--- config.mk ---
export PLATFORM = sky130hd
export DESIGN_NAME = screen_fifo_param_flat
export DESIGN_NICKNAME = d
export VERILOG_FILES = /design/src/rtl/screen_fifo_param_pkg.sv /design/src/rtl/screen_fifo_param_if.sv /design/src/rtl/screen_fifo_param_ram.sv /design/src/rtl/screen_fifo_param.sv /design/src/flat_wrapper.sv
export SDC_FILE = /design/constraint.sdc
export NUM_CORES = 1
export LEC_CHECK = 0
export ABC_CLOCK_PERIOD_IN_PS = 2700
export CAP_MARGIN = 20
export CELL_PAD_IN_SITES_DETAIL_PLACEMENT = 0
export CELL_PAD_IN_SITES_GLOBAL_PLACEMENT = 1
export CORE_ASPECT_RATIO = 0.6
export CORE_MARGIN = 2
export CORE_UTILIZATION = 30
export DETAILED_ROUTE_END_ITERATION = 10
export GPL_TIMING_DRIVEN = 0
export PLACE_DENSITY_LB_ADDON = 0.1
export SYNTH_ARGS = -nofsm -noshare
export SYNTH_HDL_FRONTEND = slang
export SYNTH_SLANG_ARGS = --single-unit
--- constraint.sdc ---
create_clock -name clk -period 2.7 [get_ports clk]
set_input_delay 0.54 -clock clk [delete_from_list [all_inputs] [get_ports clk]]
set_output_delay 0.54 -clock clk [all_outputs]
set_load 0.01 [all_outputs]
--- src/rtl/screen_fifo_param_pkg.sv ---
// Shared types and constants for the screen word path (producer, FIFO, screen TX).
package screen_fifo_param_pkg;

  // UART frame: start bit + 8 data bits + stop bit
  localparam int UART_W = 10;

  typedef logic [UART_W-1:0] screen_word_t;

  // Occupancy counter width: must hold 0..depth inclusive
  function automatic int count_w(input int depth);
    return $clog2(depth) + 1;
  endfunction

endpackage

--- src/rtl/screen_fifo_param_if.sv ---
// Valid/ready bus between the word producers/consumer and the screen FIFO.
interface screen_fifo_param_if
  import screen_fifo_param_pkg::*;
#(
  parameter int DW    = UART_W,
  parameter int DEPTH = 8
);
  localparam int CW = count_w(DEPTH);

  logic          flush;
  logic          err_clr;
  logic          ivalid;
  logic          iready;
  logic [DW-1:0] idata;
  logic          ovalid;
  logic          oready;
  logic [DW-1:0] odata;
  logic [CW-1:0] count;
  logic          almost_full;
  logic          almost_empty;
  logic          overflow;

  // Environment side: producer, screen consumer and control
  modport master (
    output flush, err_clr, ivalid, idata, oready,
    input  iready, ovalid, odata, count, almost_full, almost_empty, overflow
  );

  // FIFO side
  modport slave (
    input  flush, err_clr, ivalid, idata, oready,
    output iready, ovalid, odata, count, almost_full, almost_empty, overflow
  );
endinterface

--- src/rtl/screen_fifo_param_ram.sv ---
// Simple dual-port storage: synchronous write, asynchronous read so the head
// word can be prefetched into the output register in the same cycle.
module screen_fifo_param_ram
  import screen_fifo_param_pkg::*;
#(
  parameter int DW    = UART_W,
  parameter int DEPTH = 8,
  parameter int AW    = $clog2(DEPTH)
) (
  input  logic          clk,
  input  logic          we,
  input  logic [AW-1:0] waddr,
  input  logic [DW-1:0] wdata,
  input  logic [AW-1:0] raddr,
  output logic [DW-1:0] rdata
);
  logic [DW-1:0] mem_r [DEPTH];

  // Write port: storage carries no reset, validity is tracked by the count
  always_ff @(posedge clk) begin
    if (we) begin
      mem_r[waddr] <= wdata;
    end
  end

  assign rdata = mem_r[raddr];
endmodule

--- src/rtl/screen_fifo_param.sv ---
// First-word-fall-through valid/ready FIFO for UART-formatted screen words.
// Full/empty are decided by the occupancy count; all outputs are registered.
module screen_fifo_param
  import screen_fifo_param_pkg::*;
#(
  parameter int DW       = UART_W,
  parameter int DEPTH    = 8,
  parameter int AF_LEVEL = 6,
  parameter int AE_LEVEL = 1
) (
  input  logic               clk,
  input  logic               reset,
  screen_fifo_param_if.slave bus
);
  localparam int AW = $clog2(DEPTH);
  localparam int CW = count_w(DEPTH);
  localparam logic [CW-1:0] DEPTH_C = CW'(DEPTH);
  localparam logic [CW-1:0] AF_C    = CW'(AF_LEVEL);
  localparam logic [CW-1:0] AE_C    = CW'(AE_LEVEL);

  logic [AW-1:0] wr_ptr_r, rd_ptr_r;
  logic [CW-1:0] count_r;
  logic          iready_r, ovalid_r, af_r, ae_r, ovf_r;
  logic [DW-1:0] odata_r;

  logic          push_s, pop_s, ovf_nx_s;
  logic [CW-1:0] remain_s, count_nx_s;
  logic [AW-1:0] wr_ptr_nx_s, rd_ptr_nx_s;
  logic [DW-1:0] odata_nx_s, ram_rdata_s;

  screen_fifo_param_ram #(.DW(DW), .DEPTH(DEPTH), .AW(AW)) u_ram (
    .clk   (clk),
    .we    (push_s),
    .waddr (wr_ptr_r),
    .wdata (bus.idata),
    .raddr (rd_ptr_nx_s),
    .rdata (ram_rdata_s)
  );

  // Handshakes, next pointers and next occupancy; flush discards both sides
  always_comb begin
    push_s   = bus.ivalid && iready_r && !bus.flush;
    pop_s    = ovalid_r && bus.oready && !bus.flush;
    remain_s = count_r - CW'(pop_s);
    if (bus.flush) begin
      count_nx_s  = '0;
      wr_ptr_nx_s = '0;
      rd_ptr_nx_s = '0;
    end else begin
      count_nx_s  = remain_s + CW'(push_s);
      wr_ptr_nx_s = wr_ptr_r + AW'(push_s);
      rd_ptr_nx_s = rd_ptr_r + AW'(pop_s);
    end
  end

  // Next head word: bypass the incoming word when it becomes the only entry
  always_comb begin
    odata_nx_s = odata_r;
    if (bus.flush) begin
      odata_nx_s = '0;
    end else if (remain_s == '0) begin
      if (push_s) begin
        odata_nx_s = bus.idata;
      end else begin
        odata_nx_s = odata_r;
      end
    end else begin
      odata_nx_s = ram_rdata_s;
    end
  end

  // Sticky overflow: a rejected push sets it, and setting wins over clearing
  always_comb begin
    if (bus.ivalid && !iready_r) begin
      ovf_nx_s = 1'b1;
    end else if (bus.err_clr) begin
      ovf_nx_s = 1'b0;
    end else begin
      ovf_nx_s = ovf_r;
    end
  end

  // State and registered outputs; flags follow the next occupancy
  always_ff @(posedge clk or posedge reset) begin
    if (reset) begin
      wr_ptr_r <= '0;
      rd_ptr_r <= '0;
      count_r  <= '0;
      iready_r <= 1'b0;
      ovalid_r <= 1'b0;
      odata_r  <= '0;
      af_r     <= 1'b0;
      ae_r     <= 1'b1;
      ovf_r    <= 1'b0;
    end else begin
      wr_ptr_r <= wr_ptr_nx_s;
      rd_ptr_r <= rd_ptr_nx_s;
      count_r  <= count_nx_s;
      iready_r <= (count_nx_s < DEPTH_C);
      ovalid_r <= (count_nx_s != '0);
      odata_r  <= odata_nx_s;
      af_r     <= (count_nx_s >= AF_C);
      ae_r     <= (count_nx_s <= AE_C);
      ovf_r    <= ovf_nx_s;
    end
  end

  assign bus.iready       = iready_r;
  assign bus.ovalid       = ovalid_r;
  assign bus.odata        = odata_r;
  assign bus.count        = count_r;
  assign bus.almost_full  = af_r;
  assign bus.almost_empty = ae_r;
  assign bus.overflow     = ovf_r;
endmodule

--- src/flat_wrapper.sv ---
// flat-port wrapper written by rule: the top's interface ports become plain ports
module screen_fifo_param_flat import screen_fifo_param_pkg::*;
#(
  parameter int DW       = UART_W,
  parameter int DEPTH    = 8,
  parameter int AF_LEVEL = 6,
  parameter int AE_LEVEL = 1
)
  (clk, reset, bus_flush, bus_err_clr, bus_ivalid, bus_idata, bus_oready, bus_iready, bus_ovalid, bus_odata, bus_count, bus_almost_full, bus_almost_empty, bus_overflow);
  screen_fifo_param_if #(.DW(DW), .DEPTH(DEPTH)) bus_i ();
  input  logic clk;
  input  logic reset;
  input wire logic [$bits(bus_i.flush)-1:0] bus_flush;
  input wire logic [$bits(bus_i.err_clr)-1:0] bus_err_clr;
  input wire logic [$bits(bus_i.ivalid)-1:0] bus_ivalid;
  input wire logic [$bits(bus_i.idata)-1:0] bus_idata;
  input wire logic [$bits(bus_i.oready)-1:0] bus_oready;
  output wire logic [$bits(bus_i.iready)-1:0] bus_iready;
  output wire logic [$bits(bus_i.ovalid)-1:0] bus_ovalid;
  output wire logic [$bits(bus_i.odata)-1:0] bus_odata;
  output wire logic [$bits(bus_i.count)-1:0] bus_count;
  output wire logic [$bits(bus_i.almost_full)-1:0] bus_almost_full;
  output wire logic [$bits(bus_i.almost_empty)-1:0] bus_almost_empty;
  output wire logic [$bits(bus_i.overflow)-1:0] bus_overflow;
  assign bus_i.flush = bus_flush;
  assign bus_i.err_clr = bus_err_clr;
  assign bus_i.ivalid = bus_ivalid;
  assign bus_i.idata = bus_idata;
  assign bus_i.oready = bus_oready;
  assign bus_iready = bus_i.iready;
  assign bus_ovalid = bus_i.ovalid;
  assign bus_odata = bus_i.odata;
  assign bus_count = bus_i.count;
  assign bus_almost_full = bus_i.almost_full;
  assign bus_almost_empty = bus_i.almost_empty;
  assign bus_overflow = bus_i.overflow;
  screen_fifo_param #(.DW(DW), .DEPTH(DEPTH), .AF_LEVEL(AF_LEVEL), .AE_LEVEL(AE_LEVEL)) u_core (.clk(clk), .reset(reset), .bus(bus_i));
endmodule
==> results of run 1 <==
cells by family after synthesis:
| group | count (synthesis) |
|---|---|
| flip-flops | 105 |
| AND/OR/NAND/NOR | 79 |
| AO/OA/AOI/OAI | 64 |
| buffers and inverters | 32 |
| multiplexers | 24 |
| adder cells (fa/ha/maj) | 8 |
| XOR/XNOR | 7 |
metrics by stage:
stage          area [um^2]  hold slack, ns  utilization
5_1_grt               5790           0.512        0.381
6_report              5790           0.476        0.381
4_1_cts               5720           0.487        0.376
3_3_place_gp          5210           0.516        0.343
2_1_floorplan         4620           0.547            -
3_5_place_dp          5320           0.523        0.350
cell type report:
class | instances | area, um^2 | share of cell area
flip-flops and latches | 105 | 3030 | 0.523
multi-input cells | 182 | 1480 | 0.255
repair buffers | 52 | 517 | 0.0893
well taps | 203 | 254 | 0.0439
clock buffers | 10 | 239 | 0.0413
plain buffers | 18 | 144 | 0.0249
clock inverters | 6 | 73.8 | 0.0128
inverters | 14 | 55.1 | 0.00951
metal layers:
metal | GRT usage | wire [um] | vias to the layer above
li1 | - | - | 1364
met1 | 0.253 | 6550 | 1423
met2 | 0.217 | 5140 | 57
met3 | 0.0322 | 559 | 5
met4 | 0.0364 | 48 | 0
met5 | 0 | 0 | -
power by group through the flow:
| stage | registers [mW] | logic, mW | clock network (mW) |
|---|---|---|---|
| finish | 1.94 | 1.12 | 1.38 |
| global route | 1.95 | 1.21 | 1.49 |
| CTS | 1.94 | 1.11 | 1.42 |
| detailed placement | 1.97 | 1.05 | 0 |
| global placement | 1.97 | 1.04 | 0 |
| floorplan | 2.00 | 0.555 | 0 |
path summary, 6_finish.rpt:
kind                                                end  depth (start not counted)           startpoint
worst max-delay path                  u_core.bus.iready                         11            bus_flush
worst min-delay path                u_core.bus.odata[8]                          2                reset
worst max register to register      u_core.bus.odata[7]                          9    u_core.bus.ovalid
worst min register to register      u_core.bus.overflow                          2  u_core.bus.overflow
max in group asynchronous       u_core.bus.almost_empty                          3                reset
min in group clk                    u_core.bus.overflow                          2  u_core.bus.overflow
synthesized netlist by cell type (8+ instances only):
master    instances
o311ai_2          8
a211oi_1          8
o22ai_1          11
and3_1            9
dfrtp_1          24
mux2i_1          21
nor2_1           26
a22oi_1          16
ha_1              8
edfxtp_1         80
nand4_1          16
inv_1            11
timing repair:
action / 4_1_cts / 5_1_grt
pin swaps: 2 / 1
buffers inserted: 3 / 6
endpoints found under the setup margin: 55 / 18
gates resized for setup: 20 / 2
critical path: cells and delay by family:
| family | cells | cell delay (ns) |
|---|---|---|
| AO/OA/AOI/OAI | 2 | 0.42 |
| adder cells (fa/ha/maj) | 2 | 0.47 |
| buffers and inverters | 4 | 0.59 |
| multiplexers | 1 | 0.10 |
| AND/OR/NAND/NOR | 2 | 0.65 |
flip-flops by register name, summed over array words and instances, names as in the netlist:
name	cells
u_core.bus.ovalid	1
u_core.bus.almost_empty	1
u_core.rd_ptr_r	3
u_core.bus.iready	1
u_core.bus.odata	10
u_core.bus.count	4
u_core.u_ram.mem_r	80
u_core.wr_ptr_r	3
u_core.bus.overflow	1
u_core.bus.almost_full	1
==> impl_metrics.toml, run 1 <==
[timing]
fmax_mhz = 389
layout_min_cycle_time_ns = 2.57
final.setup.tns_ns = 0
final_hold_viol_count = 0
setup_viol = 0
fin_crit_sh = 0.952
rsz0062_at_grt = "false"
slew_viol_final = 0
fin_ws_ns = 0.130
worst_pin_slew_ns = 0.882
maxSlewHeadroom = 0.412
final.setup_skew_ns = 0.00578

[logic_synthesis]
syn_nets = 343
synth_top_area_frac = 0.520
synthXorXnorAreaFrac = 0.0149
synth_simple_gate_area_share = 0.0892
yosysSeqAreaShare = 0.656
ys_warn_count = 0
yosys-top-cells-area = "edfxtp_1 (52%), dfrtp_1 (13%), mux2i_1 (4.6%)"
muxShareOfSynthArea = 0.0529
yosysTopAreaCell = "edfxtp_1"
synth_compound_area_frac = 0.127
synth_cell_types = 52
synth-seq-cells = 105
syn_area_um2 = 4620
async_reset_ff_frac = 0.238
synthCells = 319
synth_top_family_by_area = "compound AO/OA/AOI/OAI gates"
synth_area_per_cell_um2 = 14.5
synth_fa_ha_area_frac = 0.0217
synth-edff-count = 80
yosys_most_used_dff = "edfxtp_1"

[global_routing]
gr-usage-all-layers = 0.158
grt_pass1_wl_mm = 18.4
grt_max_degree = 19
grt_antenna_before_repair = 0
grt_overflow = 0
grt_pass1_vias = 2842

[drt]
drt-total-wl_mm = 12.3
viasPerCell = 4.83
drt_drc_violations_left = 0
ant_nets = 0
first_pass_iters = 5
vias = 2849
drt_iter0_markers = 261
wl_per_cell_um = 20.8

[power]
vdd_ir_drop_max_uv = 271
leakage_nw = 2.06
power.switching_mw = 1.29
internal_power_mw = 3.14
seq_power_share = 0.437
switching_share = 0.292
clockPowerShare = 0.311
power.density_nw_per_um2 = 766
combPwrFrac = 0.253
p_total_mw = 4.43

[worst_setup_path]
cp.required_ns = 2.91
crit_top_cell = "ha_1"
setup.worst_path.start_class = "primary input"
worstPathArrival_ns = 2.78
worstSetupPathType = "in -> reg"
cp_slowest_cell = "or3_1"
worstSetupEndpointType = "flop"
cpPeakStageDelay_ns = 0.41
crit_fanout = 10
path_cells = "dlygate4sd2_1 -> inv_4 -> buf_6 -> and3_4 -> ha_1 -> inv_2 -> ha_1 -> a21o_1 -> mux2i_1 -> o211a_1 -> or3_1"
reg2reg_slack_ns = 0.41

[layout]
fin_cells = 590
drive_above_1_share = 0.222
final_nets = 406
diodes = 0
final_common_cell = "edfxtp_1"
area_delta_synth_final_pct = 25.4
layout_common_cells = "edfxtp_1 (80), clkdlybuf4s50_1 (33), nor2_1 (24), dfrtp_1 (24), mux2i_1 (18)"
nFillCells = 1449

[clock_tree]
clk_transition_reported_paths_ns = 0.08
clock-sinks = 105
cts_buffer_depth = 2
numCtsBuffers = 9
cts_tree = "yes"
holdBufCountCts = 0
clock_latency_ns = 0.35
h-tree-depth = 3
cts_root_buf = "clkbuf_16"

[floorplanning]
core_area_um2 = 15200
die_w_um = 164
die_area_um2 = 16400
initial_core_util = 0.304
die_h_um = 100
ioPinCount = 35
rows = 35

[place]
io_buffers = 34
place_inst = 563
dp_slack_ns = -1.03
gp_congestion = 0.720
dp_hpwl_mm = 8.66

[worst_hold_path]
holdCritPathClass = "in -> async"

[run_status]
status = "finished, final reports clean"

[job]
maxCapViolCount = 0
No activity file was read; power rests on OpenSTA's default activity.
==> inputs of run 2 (changes only) <==
--- a/constraint.sdc
+++ b/constraint.sdc
@@ -3,2 +3,2 @@
 set_output_delay 0.54 -clock clk [all_outputs]
-set_load 0.01 [all_outputs]
+set_load 0.05 [all_outputs]
==> results of run 2 <==
Same layout as run 1 (identical final DEF). Status: finished, final reports clean.
Among the figures that moved: total power 4.43 mW -> 4.72 mW; worst IR drop on VDD 271 uV -> 285 uV
==> inputs of run 3 (changes only) <==
CORE_UTILIZATION = 41   (was 30)
CTS_BUF_LIST = sky130_fd_sc_hd__clkbuf_8   (was not set)
SLEW_MARGIN = 40   (was not set)
==> impl_metrics.toml, run 3 (same netlist as run 1, synthesis figures left out) <==
[timing]
slew_viol_final = 0
final.setup_skew_ns = 0.0105
rsz0062_at_grt = "false"
hold_ws_ns = 0.531
layout_min_cycle_time_ns = 2.54
worst_pin_slew_ns = 0.767
fmax_mhz = 393
maxSlewHeadroom = 0.488
fin_crit_sh = 0.942
fin_ws_ns = 0.156
final_hold_viol_count = 0
setup_viol = 0

[place]
dp_hpwl_mm = 7.57
dp_slack_ns = -0.875
gp_congestion = 0.835
io_buffers = 34

[layout]
top_register = "u_core.u_ram.mem_r"
final_nets = 396
layout_common_cells = "edfxtp_1 (80), clkdlybuf4s50_1 (33), dfrtp_1 (24)"
multi_input_area_um2 = 1480
final_core_util = 0.505
ff_latch_area_um2 = 3030
final_common_cell = "edfxtp_1"
diodes = 0
nFillCells = 918
drive_above_1_share = 0.212
area_delta_synth_final_pct = 18.0
largest_reg_flops = 80

[global_routing]
grtUsageMet3 = 0.0552
grt_antenna_before_repair = 0
grt_pass1_vias = 2682
grt_max_degree = 26
grt_busiest_layer = "met1"
use_met1 = 0.300
gr-usage-all-layers = 0.190
grt_overflow = 0
grt_pass1_wl_mm = 16.6
met2_usage = 0.260

[worst_hold_path]
holdCritPathClass = "in -> async"

[clock_tree]
cts_root_buf = "clkbuf_8"
clock-sinks = 105
cts_tree = "yes"
h-tree-depth = 3
numCtsBuffers = 9
clk_transition_reported_paths_ns = 0.10
cts_buffer_depth = 2
clock_latency_ns = 0.37

[drt]
first_pass_iters = 4
wl_per_cell_um = 21.5
drt_iter0_markers = 191
drt_drc_violations_left = 0
vias = 2871
ant_nets = 0
viasPerCell = 5.56
drt-total-wl_mm = 11.1

[job]
maxCapViolCount = 0

[power]
power.density_nw_per_um2 = 770
p_total_mw = 4.19
leakage_nw = 1.95
vdd_ir_drop_max_uv = 320

[floorplanning]
die_w_um = 141
core_area_um2 = 10800
die_area_um2 = 12100
ioPinCount = 35
die_h_um = 86.2
rows = 29
initial_core_util = 0.428

[worst_setup_path]
reg2reg_slack_ns = 0.37
cp.required_ns = 2.95
crit_fanout = 10
worstSetupPathType = "in -> reg"
worstSetupEndpointType = "flop"
setup.worst_path.start_class = "primary input"
worstPathArrival_ns = 2.80

[run_status]
status = "finished, final reports clean"
run 3: repair_timing:
action                     4_1_cts  5_1_grt
buffers inserted                 0        5
resized for setup               11        7
pin swaps                        0        1
hold buffers                     0        0
setup endpoints to repair       51       12
run 3: power breakdown:
group	switching, mW	internal, mW
Combinational	0.878	0.473
Sequential	0.0724	1.86
Clock	0.561	0.345
run 3: worst max-delay path, cell delays in order:
cell	delay (ns)
dlygate4sd2_1	0.28
inv_4	0.07
buf_6	0.14
and3_4	0.17
ha_2	0.17
ha_1	0.20
xnor2_1	0.40
nand2_1	0.37
o22ai_1	0.33
o311ai_2	0.13
run 3: final timing paths:
| kind | start | endpoint | cells after the start |
|---|---|---|---|
| setup / recovery | bus_flush | u_core.bus.odata[7] | 10 |
| hold / removal | reset | u_core.bus.odata[0] | 2 |
| setup reg to reg | u_core.bus.ovalid | u_core.bus.odata[7] | 7 |
| hold reg to reg | u_core.bus.overflow | u_core.bus.overflow | 2 |
| max in group asynchronous | reset | u_core.bus.odata[1] | 2 |
| min in group clk | u_core.bus.overflow | u_core.bus.overflow | 2 |
run 3: through the flow:
step                      area (um^2)  cells  setup TNS, ns
after global placement           5130    492         -67.40
after global routing             5450    516              0
final                            5450    516              0
after CTS                        5390    511              0
after floorplan                  4620    319              0
after detailed placement         5170    495         -34.77
run 3: area by class of cell:
| class | instances | area share |
|---|---|---|
| Tap cell | 139 | 0.0319 |
| Timing Repair Buffer | 42 | 0.0724 |
| Buffer | 18 | 0.0244 |
| Sequential cell | 105 | 0.556 |
| Inverter | 14 | 0.0101 |
| Clock buffer | 9 | 0.0227 |
| Multi-Input combinational cell | 182 | 0.272 |
| Clock inverter | 7 | 0.0101 |
run 3: routing by layer:
layer	vias up	share of wire
li1	1348	-
met3	4	0.076
met2	79	0.42
met4	0	0.0051
met1	1440	0.50
met5	-	0
